`src/rtl/mr_pkg.sv`:
```
// Shared memory-subsystem types: arbiter state encoding, default outstanding
// limit and the Wishbone pipelined master-request bundle (also used by the LSU).
package mr_pkg;

  localparam int XLEN      = 32;
  localparam int XLEN_GRAN = 2;
  localparam int ADR_W     = XLEN - XLEN_GRAN;

  localparam int ARB_MAX_OUTS_DEF = 2;

  typedef enum logic [1:0] {ARB_IDLE, ARB_OWN0, ARB_OWN1} arb_state_t;

  typedef struct packed {
    logic [ADR_W-1:0]  adr;
    logic [XLEN-1:0]   dat;
    logic              we;
    logic [XLEN/8-1:0] sel;
    logic              cyc;
    logic              stb;
  } wb_req_t;

endpackage

```
`src/rtl/mr_arb_pick.sv`:
```
// Two-way grant picker. Single requester wins outright; on a tie M1 wins
// unless round-robin is enabled and M1 was the last grantee.
module mr_arb_pick (
  input  logic [1:0] req,
  input  logic       last,
  input  logic       rr_en,
  output logic [1:0] gnt
);

  // tie-break: prefer M1 unless round-robin says it had the last turn
  always_comb begin
    gnt = req;
    if (req == 2'b11)
      gnt = (rr_en && last) ? 2'b01 : 2'b10;
  end

endmodule

```
`src/rtl/mr_bus_arb.sv`:
```
// Two-master Wishbone pipelined arbiter: M0 = instruction fetch (read only),
// M1 = load/store. The owner keeps the bus while its cyc is high; an
// outstanding counter caps in-flight requests and routes responses.
// Optional feature: define MR_BUS_ARB_RR_EN for round-robin tie-breaking.
module mr_bus_arb
  import mr_pkg::*;
#(
  parameter  int MAX_OUTS = ARB_MAX_OUTS_DEF,
  localparam int OUTS_W   = $clog2(MAX_OUTS + 1)
) (
  input  logic              clk,
  input  logic              rst_n,
  input  logic [ADR_W-1:0]  m0_adr_i,
  input  logic              m0_cyc_i,
  input  logic              m0_stb_i,
  output logic [XLEN-1:0]   m0_dat_o,
  output logic              m0_ack_o,
  output logic              m0_err_o,
  output logic              m0_stall_o,
  input  logic [ADR_W-1:0]  m1_adr_i,
  input  logic [XLEN-1:0]   m1_dat_i,
  input  logic              m1_we_i,
  input  logic [XLEN/8-1:0] m1_sel_i,
  input  logic              m1_cyc_i,
  input  logic              m1_stb_i,
  output logic [XLEN-1:0]   m1_dat_o,
  output logic              m1_ack_o,
  output logic              m1_err_o,
  output logic              m1_stall_o,
  output logic [ADR_W-1:0]  s_adr_o,
  output logic [XLEN-1:0]   s_dat_o,
  output logic              s_we_o,
  output logic [XLEN/8-1:0] s_sel_o,
  output logic              s_cyc_o,
  output logic              s_stb_o,
  input  logic [XLEN-1:0]   s_dat_i,
  input  logic              s_ack_i,
  input  logic              s_err_i,
  input  logic              s_stall_i
);

  arb_state_t        state_q, state_d;
  logic [OUTS_W-1:0] count_q, count_d;
  logic [1:0]        gnt;
  logic              last;
  logic              rr_en;
  logic              own0, own1, limit;
  logic              rsp_ok, ack_fwd, err_fwd, accept;
  wb_req_t           m0_req, m1_req, s_req;

  assign own0  = (state_q == ARB_OWN0);
  assign own1  = (state_q == ARB_OWN1);
  assign limit = (count_q == OUTS_W'(MAX_OUTS));

  // M0 never writes: tie its write controls off at the request bundle
  assign m0_req = '{adr: m0_adr_i, dat: '0, we: 1'b0, sel: '1,
                    cyc: m0_cyc_i, stb: m0_stb_i};
  assign m1_req = '{adr: m1_adr_i, dat: m1_dat_i, we: m1_we_i, sel: m1_sel_i,
                    cyc: m1_cyc_i, stb: m1_stb_i};

`ifdef MR_BUS_ARB_RR_EN
  logic last_q;

  // remember who was granted most recently for the next tie
  always_ff @(posedge clk or negedge rst_n) begin
    if (!rst_n)
      last_q <= 1'b0;
    else if (state_q == ARB_IDLE && gnt != 2'b00)
      last_q <= gnt[1];
  end

  assign last  = last_q;
  assign rr_en = 1'b1;
`else
  assign last  = 1'b0;
  assign rr_en = 1'b0;
`endif

  mr_arb_pick u_pick (
    .req   ({m1_cyc_i, m0_cyc_i}),
    .last  (last),
    .rr_en (rr_en),
    .gnt   (gnt)
  );

  // state and outstanding-count registers
  always_ff @(posedge clk or negedge rst_n) begin
    if (!rst_n) begin
      state_q <= ARB_IDLE;
      count_q <= '0;
    end else begin
      state_q <= state_d;
      count_q <= count_d;
    end
  end

  // next state: grant from IDLE, hold ownership until the owner drops cyc
  always_comb begin
    state_d = state_q;
    case (state_q)
      ARB_IDLE: begin
        if (gnt[1])      state_d = ARB_OWN1;
        else if (gnt[0]) state_d = ARB_OWN0;
      end
      ARB_OWN0: if (!m0_cyc_i) state_d = ARB_IDLE;
      ARB_OWN1: if (!m1_cyc_i) state_d = ARB_IDLE;
      default:  state_d = ARB_IDLE;
    endcase
  end

  // bus mux toward the slave; stb is withheld while at the outstanding limit
  always_comb begin
    s_req = '0;
    if (own0)      s_req = m0_req;
    else if (own1) s_req = m1_req;
    s_adr_o = s_req.adr;
    s_dat_o = s_req.dat;
    s_we_o  = s_req.we;
    s_sel_o = s_req.sel;
    s_cyc_o = s_req.cyc;
    s_stb_o = s_req.cyc & s_req.stb & ~limit;
  end

  // responses only count while the owner still holds cyc and has requests in flight
  assign rsp_ok  = s_cyc_o & (count_q != '0);
  assign ack_fwd = rsp_ok & s_ack_i;
  assign err_fwd = rsp_ok & s_err_i;
  assign accept  = s_stb_o & ~s_stall_i;

  // outstanding counter; release or error flushes it
  always_comb begin
    count_d = count_q;
    if (!s_cyc_o || err_fwd)
      count_d = '0;
    else if (accept && !ack_fwd)
      count_d = count_q + OUTS_W'(1);
    else if (!accept && ack_fwd)
      count_d = count_q - OUTS_W'(1);
  end

  // response routing and stall generation per master
  always_comb begin
    m0_ack_o   = own0 & ack_fwd;
    m0_err_o   = own0 & err_fwd;
    m0_dat_o   = (own0 && rsp_ok) ? s_dat_i : '0;
    m0_stall_o = own0 ? (s_stall_i | limit) : 1'b1;
    m1_ack_o   = own1 & ack_fwd;
    m1_err_o   = own1 & err_fwd;
    m1_dat_o   = (own1 && rsp_ok) ? s_dat_i : '0;
    m1_stall_o = own1 ? (s_stall_i | limit) : 1'b1;
  end

endmodule
```
`config.mk`:
```
export PLATFORM = sky130hd
export DESIGN_NAME = mr_bus_arb
export DESIGN_NICKNAME = d
export VERILOG_FILES = /design/src/rtl/mr_pkg.sv /design/src/rtl/mr_arb_pick.sv /design/src/rtl/mr_bus_arb.sv
export SDC_FILE = /design/constraint.sdc
export NUM_CORES = 1
export LEC_CHECK = 0
export ABC_AREA = 0
export CAP_MARGIN = 20
export CORE_AREA = 2 2 107 109
export CTS_BUF_LIST = sky130_fd_sc_hd__clkbuf_8 sky130_fd_sc_hd__clkbuf_16
export DETAILED_ROUTE_END_ITERATION = 12
export DIE_AREA = 0 0 109 111
export GPL_ROUTABILITY_DRIVEN = 0
export SLEW_MARGIN = 25
export SYNTH_ARGS = -nofsm -noshare
export SYNTH_HDL_FRONTEND = slang
export SYNTH_SLANG_ARGS = --single-unit
```
`constraint.sdc`:
```
create_clock -name clk -period 1.8 [get_ports clk]
set_input_delay 0.27 -clock clk [delete_from_list [all_inputs] [get_ports clk]]
set_output_delay 0.27 -clock clk [all_outputs]
set_load 0.03 [all_outputs]
```
==> Word-level counts from Yosys, hierarchy flattened <==
Cells that the tools add are included.
{ "totals": {"regBits": 4, "latch_bits": 0, "mem_bits_rw": 0, "romBits": 0, "in_bits": 138, "wordCells": 51, "n_memories": 0} }
{ "classes": {"n_addsub": 2, "multipliers": 0, "div_mod_pow": 0, "magnitude_cmp": 0, "eq_ne": 7, "n_shift": 0, "n_mux": 15, "n_bitwise": 13, "n_reduce_logical": 12} }
{ "op_table": {"columns": ["op", "count"], "rows": [
  ["two-way mux 69 bit", 2],
  ["two-way mux 32 bit", 2],
  ["two-way mux 2 bit", 8],
  ["AND 1 bit", 10],
  ["equality test 2 bit, second input constant", 3],
  ["case mux 2 bit (3 select lines)", 1],
  ["logical AND 1 bit", 4],
  ["!= test 2 bit, second input constant", 2],
  ["logical NOT 1 bit", 3],
  ["!= test 3 bit, second input constant", 1],
  ["AND reduction 3 bit", 1],
  ["nonzero test 3 bit", 1],
  ["adder 2 x 1 -> 2 bit, second input constant", 1],
  ["equality test 2 x 1 -> 1 bit, second input constant", 1],
  ["logical NOT 2 bit", 1],
  ["two-way mux 1 bit", 2],
  ["inverter 1 bit", 2],
  ["nonzero test 2 bit", 1],
  ["subtractor 2 x 1 -> 2 bit, second input constant", 1],
  ["logical OR 1 bit", 1],
  ["OR 1 bit", 1]
]} }

==> Logic depth before layout (Yosys ltp) <==
{ "logic_depth": {"depth_word": 11, "depth_mapped": 6, "depth_no_buf": 4} }

==> Hierarchy <==
From an unflattened synthesis, not the netlist that was laid out.
{ "unflattened": {"hier_cells": 195, "area_unflattened_um2": 1381.3} }
{ "modules_own_cells": {"columns": ["mod", "instances", "cells_each", "area_each_um2", "seq_area_each_um2"], "rows": [
  ["mr_bus_arb", 1, 191, 1360.1, 100.1],
  ["mr_arb_pick", 1, 4, 21.3, 0.0]
]} }

==> Worst setup path before layout <==
OpenSTA, ideal clock, no wires.
{ "synth_timing": {"path_kind": "reg-to-output", "startpoint": "register state_q[1]", "endpoint": "output port m1_dat_o[10]", "t_arrival_ns": 1.490, "t_required_ns": 1.530, "setup_slack_ns": 0.040, "path_stages_with_launch": 7, "path_buffers": 2, "cell_sequence": "dfrtp_1 nor2b_2 buf_6 a22oi_4 nor3b_4 buf_6 and2_1"} }
{ "synth_via": {"elab_chain_len": 6, "word_cells_on_any_way": 7} }
{ "synth_rtl": {"columns": ["item", "line_no", "source"], "rows": [
  ["from (decl)", "mr_bus_arb.sv:42", "arb_state_t state_q, state_d;"],
  ["from (signal assigned)", "mr_bus_arb.sv:92", "state_q <= state_d;"],
  ["equality test 2 bit", "mr_bus_arb.sv:52", "assign own1 = (state_q == ARB_OWN1);"],
  ["two-way mux 69 bit", "mr_bus_arb.sv:115", "else if (own1) s_req = m1_req;"],
  ["two-way mux 69 bit", "mr_bus_arb.sv:114", "if (own0) s_req = m0_req;"],
  ["AND 1 bit", "mr_bus_arb.sv:125", "assign rsp_ok = s_cyc_o & (count_q != '0);"],
  ["logical AND 1 bit (*)", "mr_bus_arb.sv:149", "m1_dat_o = (own1 && rsp_ok) ? s_dat_i : '0;"],
  ["two-way mux 32 bit (*)", "mr_bus_arb.sv:149", null],
  ["to (decl)", "mr_bus_arb.sv:26", "output logic [XLEN-1:0] m1_dat_o,"]
]} }
Mark *: on every way between the ends. The rest lies on a longest branch, timed or not.

==> Final worst setup path <==
{ "layout_timing": {"startpoint": "register state_q[0]", "endpoint": "output port m1_dat_o[1]"} }
The elaborated chain is that of the path after synthesis.

==> results.py <==
metrics = {
    "status": {
        "violations": "negative setup slack",
        "outcome": "finished, violations left",
    },
    "yosys": {
        "synth_area_leaders": "and2_1 (47%), a22o_1 (20%), dfrtp_1 (7.5%), buf_6 (3.4%), a21o_1 (2.8%)",
        "yosysWarningCount": 0,
        "synthArstFlopShare": 1.00,
        "yosysTopAreaCell": "and2_1",
        "syn_area_um2": 1340,
        "synth_most_common_cell": "and2_1",
        "ys_seq_elements": 4,
        "syn_nets": 325,
        "synthesis.instances": 187,
        "ys_types": 28,
        "synth_edf_count": 0,
        "synth-seq-area-share": 0.0749,
        "ys.flop_type": "dfrtp_1",
        "synth_top_area_frac": 0.468,
        "netlist_top_cells_count": "and2_1 (100), a22o_1 (30), clkbuf_1 (8)",
        "synth.avg_cell_area_um2": 7.15,
    },
    "power_and_ir_drop": {
        "seq_power_share": 0.059,
        "p_clk_frac": 0.205,
        "leakage_nw": 2.27,
        "pwr_density_cell_nw_per_um2": 348,
        "ir_drop_mv": 0.285,
        "p_sw_frac": 0.346,
        "p_sw_mw": 0.592,
        "internal_power_mw": 1.12,
        "power_frac_comb": 0.737,
    },
    "sta": {
        "drv_slew": 0,
        "timing.hold.ws_ps": 244,
        "slew_headroom": 0.759,
        "rsz0062_at_grt": "true",
        "worst_slack_ps": -155,
        "fin_crit_ps": 1950,
        "fin_tns_setup_ps": -9600,
        "setup_viol": 116,
        "worst_pin_slew_ps": 361,
        "max_freq_mhz": 512,
        "hold_viol_final": 0,
        "clock-skew-final_ps": 0.111,
        "fin_crit_sh": 1.09,
    },
    "layout": {
        "final_area_um2": 4910,
        "drive_above_1_share": 0.435,
        "antenna_cells": 0,
        "syn_to_final_growth_pct": 268,
        "fin_cells": 610,
        "fin_nets": 607,
    },
    "global_routing": {
        "grt_max_degree": 37,
        "grtUsageMet1": 0.140,
        "track_usage": 0.145,
        "grtUsageMet2": 0.285,
        "met3_usage": 0.0670,
        "first_global_vias": 2367,
        "grt-busiest-layer": "met2",
        "overflow": 0,
        "antenna_found_initial": 0,
        "grt_first_pass_wirelength_mm": 13.5,
    },
    "floorplanning": {
        "initial_utilization": 0.121,
        "die_w_um": 109,
        "io_pins": 277,
        "core_um2": 11100,
        "rows": 39,
        "die_area_um2": 12100,
        "die_height_um": 111,
    },
    "drt": {
        "wl_per_cell_um": 17.1,
        "wl_mm": 10.5,
        "dr.pass1.iters": 3,
        "drc": 0,
        "via_per_inst": 4.13,
        "via_count": 2522,
        "antenna_left": 0,
        "drtIter0Drc": 47,
    },
    "clocking": {
        "h-tree-depth": 1,
        "clkSinkCount": 4,
        "cts_hold_buf": 0,
        "clkTransAtPathRegs_ps": 30,
        "cts_root_buf": "clkbuf_16",
        "cts.path.max_buffers": 2,
        "clkLatencyLatePin_ps": 230,
        "cts_tree": "built",
        "numCtsBuffers": 3,
    },
    "placement": {
        "placed_area_um2": 4270,
        "dp_cells": 596,
        "place_hpwl_mm": 8.51,
        "dp_slack_ps": -168,
        "portBuffers": 276,
    },
    "worst_setup_path": {
        "crit_path_max_fanout": 34,
        "setup.worst_path.end_class": "output pin",
        "critPathLaunchType": "flip-flop",
        "cp-startpoint": "state_q[0]",
        "reg2reg_from": "state_q[0]",
        "worstPathRequired_ps": 1530,
        "worst-setup-path-type": "reg2out",
        "arrival_ps": 1680,
    },
    "min_path": {
        "min_path_type": "in2async",
    },
    "flow_run": {
        "max_cap_viol_count": 0,
    },
}
## what timing repair did
action | 4_1_cts | 5_1_grt
endpoints found under the hold margin | 0 | 0
buffers inserted | 0 | 1
setup endpoints to repair | 110 | 135
gates cloned | 0 | 10
pin swaps | 0 | 32
resized for setup | 39 | 71
## state kept, by name, indices dropped and copies added (netlist names)
register / cells
state_q: 2
count_q: 2
## critical path: stages, from the launching register on
cell and delay, ps:
dfrtp_2 400, nor2b_4 200, a22oi_4 100, nor3b_4 240, buf_12 190, and2_1 170
buf_6 140
## layer usage
| layer | vias to the layer above | routed length, um |
|---|---|---|
| met3 | 5 | 1310 |
| met5 | - | 0 |
| met1 | 1161 | 3490 |
| li1 | 1197 | - |
| met2 | 159 | 5610 |
| met4 | 0 | 45 |
## power by group through the flow
stage | clock network, mW | logic, mW | registers, mW
floorplan | 0 | 0.400 | 0.0978
global placement | 0 | 1.08 | 0.0997
detailed placement | 0 | 1.08 | 0.0998
CTS | 0.356 | 1.09 | 0.0998
global route | 0.372 | 1.31 | 0.101
finish | 0.349 | 1.26 | 0.100
## stage by stage
stage                      util  power [mW]
after floorplan               -       0.498
after global placement    0.385        1.18
after detailed placement  0.385        1.18
after CTS                 0.405        1.55
after global routing      0.443        1.78
final                     0.443        1.71
## cell type report
class,count,area [um2]
well taps,143,179
inverters,3,11.3
repair buffers,295,3320
clock buffers,3,75.1
flip-flops and latches,4,103
multi-input cells,162,1220
fillers,1071,6170
## cell families after synthesis
group | Yosys count | share of synthesized area
AOI/OAI and AO/OA | 43 | 0.272
buffers and inverters | 21 | 0.0889
and+or+nand+nor | 119 | 0.564
DFF | 4 | 0.0749
## layout by cell type (no fill, tap or decap), types with 3 or more instances in the layout
master             n
clkdlybuf4s50_1  136
inv_1              3
clkbuf_16          9
and2_1            66
a21oi_1            3
buf_8              4
and2_4            34
a21o_1             5
nand2_1            3
a22o_1            30
buf_12            30
buf_6             62
buf_4             55
## worst paths after layout
check,endpoint,slack (ps),cells past startpoint
setup / recovery,m1_dat_o[1],-150,6
hold / removal,count_q[0],240,1
hold reg to reg,state_q[0],510,1
min in group clk,state_q[0],420,2
max in group asynchronous,state_q[0],1380,1
setup reg to reg,count_q[1],230,4
(Power assumes the default switching activity.)
